**src/rtl/o_bram_writeback_pkg.sv**
```systemverilog
// o_bram_writeback shared types and constants.
// FSM state encoding and BRAM word/byte geometry.
package owb_pkg;

  typedef enum logic [1:0] {
    IDLE,
    RUN,
    FLUSH,
    DONE
  } state_t;

  localparam int BRAM_BYTES_PER_WORD = 4;
  localparam logic [BRAM_BYTES_PER_WORD-1:0] WE_ALL = 4'hF;
  localparam int BYTE_ADDR_SHIFT = 2;

endpackage

```
**src/rtl/o_bram_writeback_if.sv**
```systemverilog
// Row stream from the matmul result path plus the O_BRAM write port.
// slave = writeback block, master = row source / BRAM side.
interface o_bram_writeback_if
  import owb_pkg::*;
#(
  parameter int ARRAY_M      = 8,
  parameter int PE_OUT_WIDTH = 32
) ();

  logic                            row_valid;
  logic                            row_ready;
  logic [PE_OUT_WIDTH*ARRAY_M-1:0] row_data;

  logic [31:0]                     ext_addr_o_bram;
  logic                            enable_o_bram;
  logic [BRAM_BYTES_PER_WORD-1:0]  w_enable_o_bram;
  logic [31:0]                     data_in_o_bram;

  modport slave (
    input  row_valid,
    input  row_data,
    output row_ready,
    output ext_addr_o_bram,
    output enable_o_bram,
    output w_enable_o_bram,
    output data_in_o_bram
  );

  modport master (
    output row_valid,
    output row_data,
    input  row_ready,
    input  ext_addr_o_bram,
    input  enable_o_bram,
    input  w_enable_o_bram,
    input  data_in_o_bram
  );

endinterface

```
**src/rtl/o_bram_writeback_row_fifo.sv**
```systemverilog
// owb_row_fifo: small synchronous row FIFO with async active-low reset.
// A push into a full FIFO is taken only when a pop frees the slot.
module owb_row_fifo #(
  parameter int DEPTH = 2,
  parameter int WIDTH = 256
) (
  input  logic             clk,
  input  logic             reset_n,
  input  logic             push,
  input  logic             pop,
  input  logic [WIDTH-1:0] din,
  output logic             full,
  output logic             empty,
  output logic [WIDTH-1:0] head
);

  localparam int AW = $clog2(DEPTH);

  logic [WIDTH-1:0] mem [DEPTH];
  logic [AW-1:0]    wp;
  logic [AW-1:0]    rp;
  logic [AW:0]      cnt;
  logic             do_push;
  logic             do_pop;

  assign full    = (cnt == (AW+1)'(DEPTH));
  assign empty   = (cnt == '0);
  assign head    = mem[rp];
  assign do_pop  = pop && !empty;
  assign do_push = push && (!full || do_pop);

  always_ff @(posedge clk or negedge reset_n) begin
    if (!reset_n) begin
      wp  <= '0;
      rp  <= '0;
      cnt <= '0;
      for (int i = 0; i < DEPTH; i++) begin
        mem[i] <= '0;
      end
    end else begin
      if (do_push) begin
        mem[wp] <= din;
        wp      <= wp + AW'(1);
      end
      if (do_pop) begin
        rp <= rp + AW'(1);
      end
      unique case ({do_push, do_pop})
        2'b10:   cnt <= cnt + (AW+1)'(1);
        2'b01:   cnt <= cnt - (AW+1)'(1);
        default: cnt <= cnt;
      endcase
    end
  end

endmodule

```
**src/rtl/o_bram_writeback.sv**
```systemverilog
// o_bram_writeback: drains result rows into O_BRAM, one word per cycle.
// Define OWB_RELU_EN to clamp negative elements to zero on write.
module o_bram_writeback
  import owb_pkg::*;
#(
  parameter int ARRAY_N      = 8,
  parameter int ARRAY_M      = 8,
  parameter int PE_OUT_WIDTH = 32,
  parameter int ADDR_WIDTH   = 10,
  parameter int FIFO_DEPTH   = 2
) (
  input  logic                    clk,
  input  logic                    reset_n,
  input  logic                    start,
  input  logic [ADDR_WIDTH-1:0]   base_addr,
  input  logic [$clog2(ARRAY_N):0] num_rows,
  input  logic [$clog2(ARRAY_M):0] num_cols,
  output logic                    busy,
  output logic                    done,
  o_bram_writeback_if.slave       bus
);

  localparam int RW  = $clog2(ARRAY_N) + 1;
  localparam int CW  = $clog2(ARRAY_M) + 1;
  localparam int CIW = $clog2(ARRAY_M);
  localparam int DW  = PE_OUT_WIDTH * ARRAY_M;

  state_t                  state;
  logic [ADDR_WIDTH-1:0]   base_q;
  logic [RW-1:0]           nrows_q;
  logic [CW-1:0]           ncols_q;
  logic [RW-1:0]           rows_acc;
  logic [RW-1:0]           rows_wr;
  logic [CIW-1:0]          col;

  logic                    full;
  logic                    empty;
  logic                    push;
  logic                    pop;
  logic [DW-1:0]           head;
  logic [ARRAY_M-1:0][PE_OUT_WIDTH-1:0] head_v;
  logic [PE_OUT_WIDTH-1:0] elem;
  logic [ADDR_WIDTH-1:0]   word_addr;

  assign bus.row_ready = (state == RUN) && !full
                       && (rows_acc < nrows_q);
  assign push = bus.row_valid && bus.row_ready;
  assign pop  = !empty && (CW'(col) == ncols_q - CW'(1));

  assign head_v = head;

  always_comb begin
    elem = head_v[col];
`ifdef OWB_RELU_EN
    if (elem[PE_OUT_WIDTH-1]) elem = '0;
`endif
  end

  // Row stride is ARRAY_M words; the sum wraps at 2^ADDR_WIDTH.
  assign word_addr = base_q
                   + ADDR_WIDTH'(rows_wr * ARRAY_M)
                   + ADDR_WIDTH'(col);

  owb_row_fifo #(
    .DEPTH (FIFO_DEPTH),
    .WIDTH (DW)
  ) u_fifo (
    .clk     (clk),
    .reset_n (reset_n),
    .push    (push),
    .pop     (pop),
    .din     (bus.row_data),
    .full    (full),
    .empty   (empty),
    .head    (head)
  );

  always_ff @(posedge clk or negedge reset_n) begin
    if (!reset_n) begin
      state               <= IDLE;
      base_q              <= '0;
      nrows_q             <= RW'(1);
      ncols_q             <= CW'(1);
      rows_acc            <= '0;
      rows_wr             <= '0;
      col                 <= '0;
      busy                <= 1'b0;
      done                <= 1'b0;
      bus.enable_o_bram   <= 1'b0;
      bus.w_enable_o_bram <= '0;
      bus.ext_addr_o_bram <= '0;
      bus.data_in_o_bram  <= '0;
    end else begin
      done                <= 1'b0;
      bus.enable_o_bram   <= 1'b0;
      bus.w_enable_o_bram <= '0;
      bus.ext_addr_o_bram <= '0;
      bus.data_in_o_bram  <= '0;

      if (push) rows_acc <= rows_acc + RW'(1);

      if (!empty) begin
        bus.enable_o_bram   <= 1'b1;
        bus.w_enable_o_bram <= WE_ALL;
        bus.ext_addr_o_bram <= 32'(word_addr) << BYTE_ADDR_SHIFT;
        bus.data_in_o_bram  <= elem;
        if (pop) begin
          col     <= '0;
          rows_wr <= rows_wr + RW'(1);
        end else begin
          col <= col + CIW'(1);
        end
      end

      unique case (state)
        IDLE: begin
          if (start) begin
            base_q   <= base_addr;
            nrows_q  <= (num_rows == '0) ? RW'(1) : num_rows;
            ncols_q  <= (num_cols == '0) ? CW'(1) : num_cols;
            rows_acc <= '0;
            rows_wr  <= '0;
            col      <= '0;
            busy     <= 1'b1;
            state    <= RUN;
          end
        end
        RUN: begin
          if (rows_acc == nrows_q) state <= FLUSH;
        end
        FLUSH: begin
          if (empty && rows_wr == nrows_q) begin
            state <= DONE;
            done  <= 1'b1;
            busy  <= 1'b0;
          end
        end
        DONE: begin
          state <= IDLE;
        end
        default: state <= IDLE;
      endcase
    end
  end

endmodule

```
**src/flat_wrapper.sv**
```systemverilog
// flat-port wrapper written by rule: the top's interface ports become plain ports
module o_bram_writeback_flat import owb_pkg::*;
#(
  parameter int ARRAY_N      = 8,
  parameter int ARRAY_M      = 8,
  parameter int PE_OUT_WIDTH = 32,
  parameter int ADDR_WIDTH   = 10,
  parameter int FIFO_DEPTH   = 2
)
  (clk, reset_n, start, base_addr, num_rows, num_cols, busy, done, bus_row_valid, bus_row_data, bus_row_ready, bus_ext_addr_o_bram, bus_enable_o_bram, bus_w_enable_o_bram, bus_data_in_o_bram);
  o_bram_writeback_if #(.ARRAY_M(ARRAY_M), .PE_OUT_WIDTH(PE_OUT_WIDTH)) bus_i ();
  input  logic clk;
  input  logic reset_n;
  input  logic start;
  input  logic [ADDR_WIDTH-1:0] base_addr;
  input  logic [$clog2(ARRAY_N):0] num_rows;
  input  logic [$clog2(ARRAY_M):0] num_cols;
  output logic busy;
  output logic done;
  input wire logic [$bits(bus_i.row_valid)-1:0] bus_row_valid;
  input wire logic [$bits(bus_i.row_data)-1:0] bus_row_data;
  output wire logic [$bits(bus_i.row_ready)-1:0] bus_row_ready;
  output wire logic [$bits(bus_i.ext_addr_o_bram)-1:0] bus_ext_addr_o_bram;
  output wire logic [$bits(bus_i.enable_o_bram)-1:0] bus_enable_o_bram;
  output wire logic [$bits(bus_i.w_enable_o_bram)-1:0] bus_w_enable_o_bram;
  output wire logic [$bits(bus_i.data_in_o_bram)-1:0] bus_data_in_o_bram;
  assign bus_i.row_valid = bus_row_valid;
  assign bus_i.row_data = bus_row_data;
  assign bus_row_ready = bus_i.row_ready;
  assign bus_ext_addr_o_bram = bus_i.ext_addr_o_bram;
  assign bus_enable_o_bram = bus_i.enable_o_bram;
  assign bus_w_enable_o_bram = bus_i.w_enable_o_bram;
  assign bus_data_in_o_bram = bus_i.data_in_o_bram;
  o_bram_writeback #(.ARRAY_N(ARRAY_N), .ARRAY_M(ARRAY_M), .PE_OUT_WIDTH(PE_OUT_WIDTH), .ADDR_WIDTH(ADDR_WIDTH), .FIFO_DEPTH(FIFO_DEPTH)) u_core (.clk(clk), .reset_n(reset_n), .start(start), .base_addr(base_addr), .num_rows(num_rows), .num_cols(num_cols), .busy(busy), .done(done), .bus(bus_i));
endmodule
```
**config.mk**
```make
export PLATFORM = sky130hd
export DESIGN_NAME = o_bram_writeback_flat
export DESIGN_NICKNAME = d
export VERILOG_FILES = /design/src/rtl/o_bram_writeback_pkg.sv /design/src/rtl/o_bram_writeback_if.sv /design/src/rtl/o_bram_writeback_row_fifo.sv /design/src/rtl/o_bram_writeback.sv /design/src/flat_wrapper.sv
export SDC_FILE = /design/constraint.sdc
export NUM_CORES = 1
export LEC_CHECK = 0
export BUFFER_PORTS_ARGS = -buffer_cell sky130_fd_sc_hd__clkbuf_2
export CAP_MARGIN = 40
export CORE_MARGIN = 4
export CORE_UTILIZATION = 55
export CTS_BUF_LIST = sky130_fd_sc_hd__clkbuf_4 sky130_fd_sc_hd__clkbuf_8
export DETAILED_ROUTE_END_ITERATION = 10
export HOLD_SLACK_MARGIN = 0.15
export PLACE_DENSITY = 0.83
export SLEW_MARGIN = 30
export SYNTH_ARGS = -nofsm -noshare
export SYNTH_HDL_FRONTEND = slang
export SYNTH_HIERARCHICAL = 1
export SYNTH_SLANG_ARGS = --single-unit
```
**constraint.sdc**
```tcl
create_clock -name clk -period 2.8 [get_ports clk]
set_input_delay 0.56 -clock clk [delete_from_list [all_inputs] [get_ports clk]]
set_output_delay 0.56 -clock clk [all_outputs]
set_load 0.05 [all_outputs]
```
==> results_dict.tcl <==
set metrics [dict create \
    drive_gt1_frac 0.567 \
    synth-simple-area-share 0.0221 \
    seq_area_frac_synth 0.494 \
    comb_power_share 0.475 \
    fin_skew_ns 0.0298 \
    clk_latency_ns 0.71 \
    swShare 0.345 \
    synth_top_family_by_area "multiplexers" \
    setup_slack_ns 0.0345 \
    dr.pass1.iters 6 \
    max_freq_mhz 362 \
    dieArea_mm2 0.0584 \
    ir_drop_mv 0.820 \
    grt-ovfl-total 0 \
    syn_area_mm2 0.0300 \
    drv_cap 0 \
    final_cells 3360 \
    ys_ff_latch 592 \
    period_share 0.988 \
    p_int_mw 30.4 \
    synth-async-reset-ratio 1.00 \
    die_h_um 242 \
    num-fill-cells 3226 \
    grt_start_max_net_pins 113 \
    clockPowerShare 0.186 \
    ios 350 \
    post-synth-top-area-cell "dfrtp_1" \
    grt_pass1_vias 21100 \
    die_w_um 242 \
    routed_wl_mm 86.0 \
    ys_warn_count 6 \
    critPathKind "reg -> reg" \
    power.total_mw 46.4 \
    routed_via_density 5.65 \
    drtIter0Drc 1206 \
    antenna_found_initial 26 \
    cts_tree "done" \
    seq_area_mm2 0.0148 \
    finalSetupViolCount 0 \
    muxShareOfSynthArea 0.407 \
    slew_headroom 0.503 \
    cts.sinks 592 \
    cp.arrival_ns 3.34 \
    synth_top_area_share 0.492 \
    worstMarginPinSlew_ns 0.745 \
    p_sw_mw 16.0 \
    seq_power_share 0.339 \
    hold_viol 0 \
    port_buffers 327 \
    fin_tns_setup_ns 0 \
    cp.required_ns 3.38 \
    p_leak_nw 17.5 \
    initial_core_util 0.557 \
    yosys.cell_types.count 55 \
    wire_per_inst_um 25.6 \
    drcViolationCount 0 \
    htreeDepth 3 \
    netlist_top_cells_area "dfrtp_1 (49%), mux2_4 (24%), mux2_2 (11%)" \
    std_cell_rows 85 \
    clockBufferDepth 3 \
    grt.total_usage 0.273 \
    grt_first_pass_wirelength_mm 126 \
    syn_area_per_cell_um2 16.2 \
    dp_hpwl_mm 49.3 \
    gp_congestion 0.845 \
    startpoint_type "flop" \
    end_kind "flop" \
    root_buffer "clkbuf_8" \
    period_minus_slack_ns 2.77 \
    synth_compound_gate_area_share 0.0120 \
    powerDensity_mw_per_mm2 1210 \
    path_clk_slew_ns 0.06 \
    multi_input_area_mm2 0.0138 \
    path_max_fanout 5 \
    synthFlopType "dfrtp_1" \
    synth-edff-count 0 \
    status "finished, final reports clean" \
    dp.cells 2838 \
    synthToLayoutAreaGrowth_pct 27.4 \
    synth_xor_area_frac 0.00429 \
    place_ws_ns -0.0573 \
    maxSlewViolCount 0 \
    vias 19000 \
    final_antenna_net_count 0 \
    rsz0062_at_grt "true" \
    cts_buffers 100 \
    netlist_instances 1849 \
    nets 2856 \
    synthAdderAreaFrac 0.00817 \
    worst_hold_path_type "in -> reg" \
    core_mm2 0.0539 \
]
[final cells by class]
cell class / count / share of cell area
antenna: 25 / 0.00164
clock inverter: 29 / 0.00785
inverter: 18 / 0.00183
timing repair buffer: 728 / 0.168
tap: 696 / 0.0228
multi-input combinational: 1119 / 0.360
clock buffer: 153 / 0.0500
sequential: 592 / 0.388
[synthesized netlist by cell type, types with 3 or more instances]
cell,count
nand2_1,48
ha_1,18
nand4_1,3
buf_6,13
clkbuf_1,17
a211oi_1,4
nor2_1,49
a21oi_1,13
nor3_1,10
nor2b_1,6
buf_4,27
xnor2_1,6
mux4_2,64
buf_12,44
mux2_2,289
dfrtp_1,590
nand3_1,7
o21ai_0,21
buf_1,4
o21a_1,6
xor2_1,6
mux2i_1,32
mux2_4,480
and3_1,4
buf_2,34
inv_1,17
nand2b_1,4
[layer usage]
layer | vias to the layer above | routed length (um) | global-route usage
li1 | 8111 | - | -
met1 | 9962 | 34900 | 0.350
met2 | 701 | 43300 | 0.460
met3 | 199 | 4590 | 0.0564
met4 | 8 | 3110 | 0.108
met5 | - | 50 | 0
[stage by stage]
stage          utilization  hold WS [ns]  cell area [um2]
2_1_floorplan            -         0.264            30100
3_3_place_gp         0.597         0.470            32200
3_5_place_dp         0.598         0.477            32200
4_1_cts              0.694         0.258            37400
5_1_grt              0.709         0.311            38200
6_report             0.709         0.323            38200
[critical path, cell delays in order (launching register included)]
cell     delay, ns
dfstp_2       0.54
inv_2         0.06
ha_4          0.15
xor3_2        0.26
nor4_4        0.30
nand2_2       0.11
inv_4         0.09
nor3b_4       0.06
nor2_4        0.15
buf_12        0.15
buf_12        0.11
buf_4         0.10
buf_6         0.11
buf_4         0.14
mux2_4        0.31
[logic make-up (layout without fill, tap and decap cells)]
logic type | after synthesis | count (layout)
XOR/XNOR | 13 | 13
other | 1 | 47
multiplexers | 865 | 865
adder cells (fa/ha/maj) | 19 | 19
flip-flops | 592 | 592
AO/OA/AOI/OAI | 59 | 59
buffers and inverters | 159 | 928
AND/OR/NAND/NOR | 141 | 141
[repair_timing]
item	CTS	global route
hold endpoints to repair	649	0
endpoints found under the setup margin	236	465
pin swaps	4	5
gates resized for setup	13	35
buffers inserted	5	14
hold buffers	275	0
gates cloned	3	19
[state kept, by name (all words and copies together) (netlist names)]
name                        flops
u_core/u_fifo/mem             512
u_core/col                      3
u_core/rows_wr                  4
u_core/ncols_q                  4
u_core/bus.data_in_o_bram      32
u_core/rows_acc                 4
u_core/done                     1
u_core/bus.w_enable_o_bram      1
u_core/nrows_q                  4
u_core/u_fifo/wp                1
u_core/base_q                  10
u_core/busy                     1
u_core/bus.ext_addr_o_bram     10
u_core/u_fifo/cnt               2
u_core/state                    2
u_core/u_fifo/rp                1
[cells in the final DEF (no fill, tap or decap), types with 5 or more instances in the layout]
| master | instances |
|---|---|
| dfrtp_1 | 585 |
| mux2_4 | 480 |
| clkbuf_2 | 325 |
| mux2_2 | 289 |
| dlygate4sd3_1 | 275 |
| clkbuf_8 | 122 |
| mux4_2 | 64 |
| buf_4 | 55 |
| nor2_1 | 48 |
| nand2_1 | 48 |
| mux2i_1 | 32 |
| clkbuf_4 | 31 |
| buf_12 | 26 |
| diode_2 | 25 |
| conb_1 | 22 |
| o21ai_0 | 20 |
| clkbuf_16 | 19 |
| clkinv_2 | 16 |
| buf_16 | 16 |
| ha_1 | 16 |
| inv_1 | 15 |
| a21oi_1 | 13 |
| nor3_1 | 10 |
| buf_6 | 8 |
| nand3_1 | 7 |
| o21a_1 | 6 |
| xor2_1 | 6 |
| inv_6 | 5 |
| bufinv_16 | 5 |
| xnor2_1 | 5 |
| nor2b_1 | 5 |
[power by group through the flow]
stage / combinational (mW) / sequential [mW] / clock (mW)
after floorplan: 15.4 / 15.3 / 0
after global placement: 19.6 / 15.1 / 0
after detailed placement: 20.2 / 15.4 / 0
after CTS: 20.8 / 15.4 / 8.68
after global routing: 23.0 / 16.1 / 9.16
final: 22.1 / 15.7 / 8.65
[final timing paths]
kind                                        start                            end  slack, ns  cells past startpoint
worst min register to register   u_core/base_q[5]               u_core/base_q[5]       0.50                      2
worst max-delay path            u_core/ncols_q[0]         u_core/u_fifo/mem[127]       0.03                     14
worst min-delay path                        start                    u_core/busy       0.32                      4
max in group asynchronous                 reset_n          u_core/u_fifo/mem[14]       1.50                      3
worst max register to register  u_core/ncols_q[0]         u_core/u_fifo/mem[127]       0.03                     14
min in group asynchronous                 reset_n  u_core/bus.data_in_o_bram[22]       0.35                      2
No activity file was read; power rests on OpenSTA's default activity.
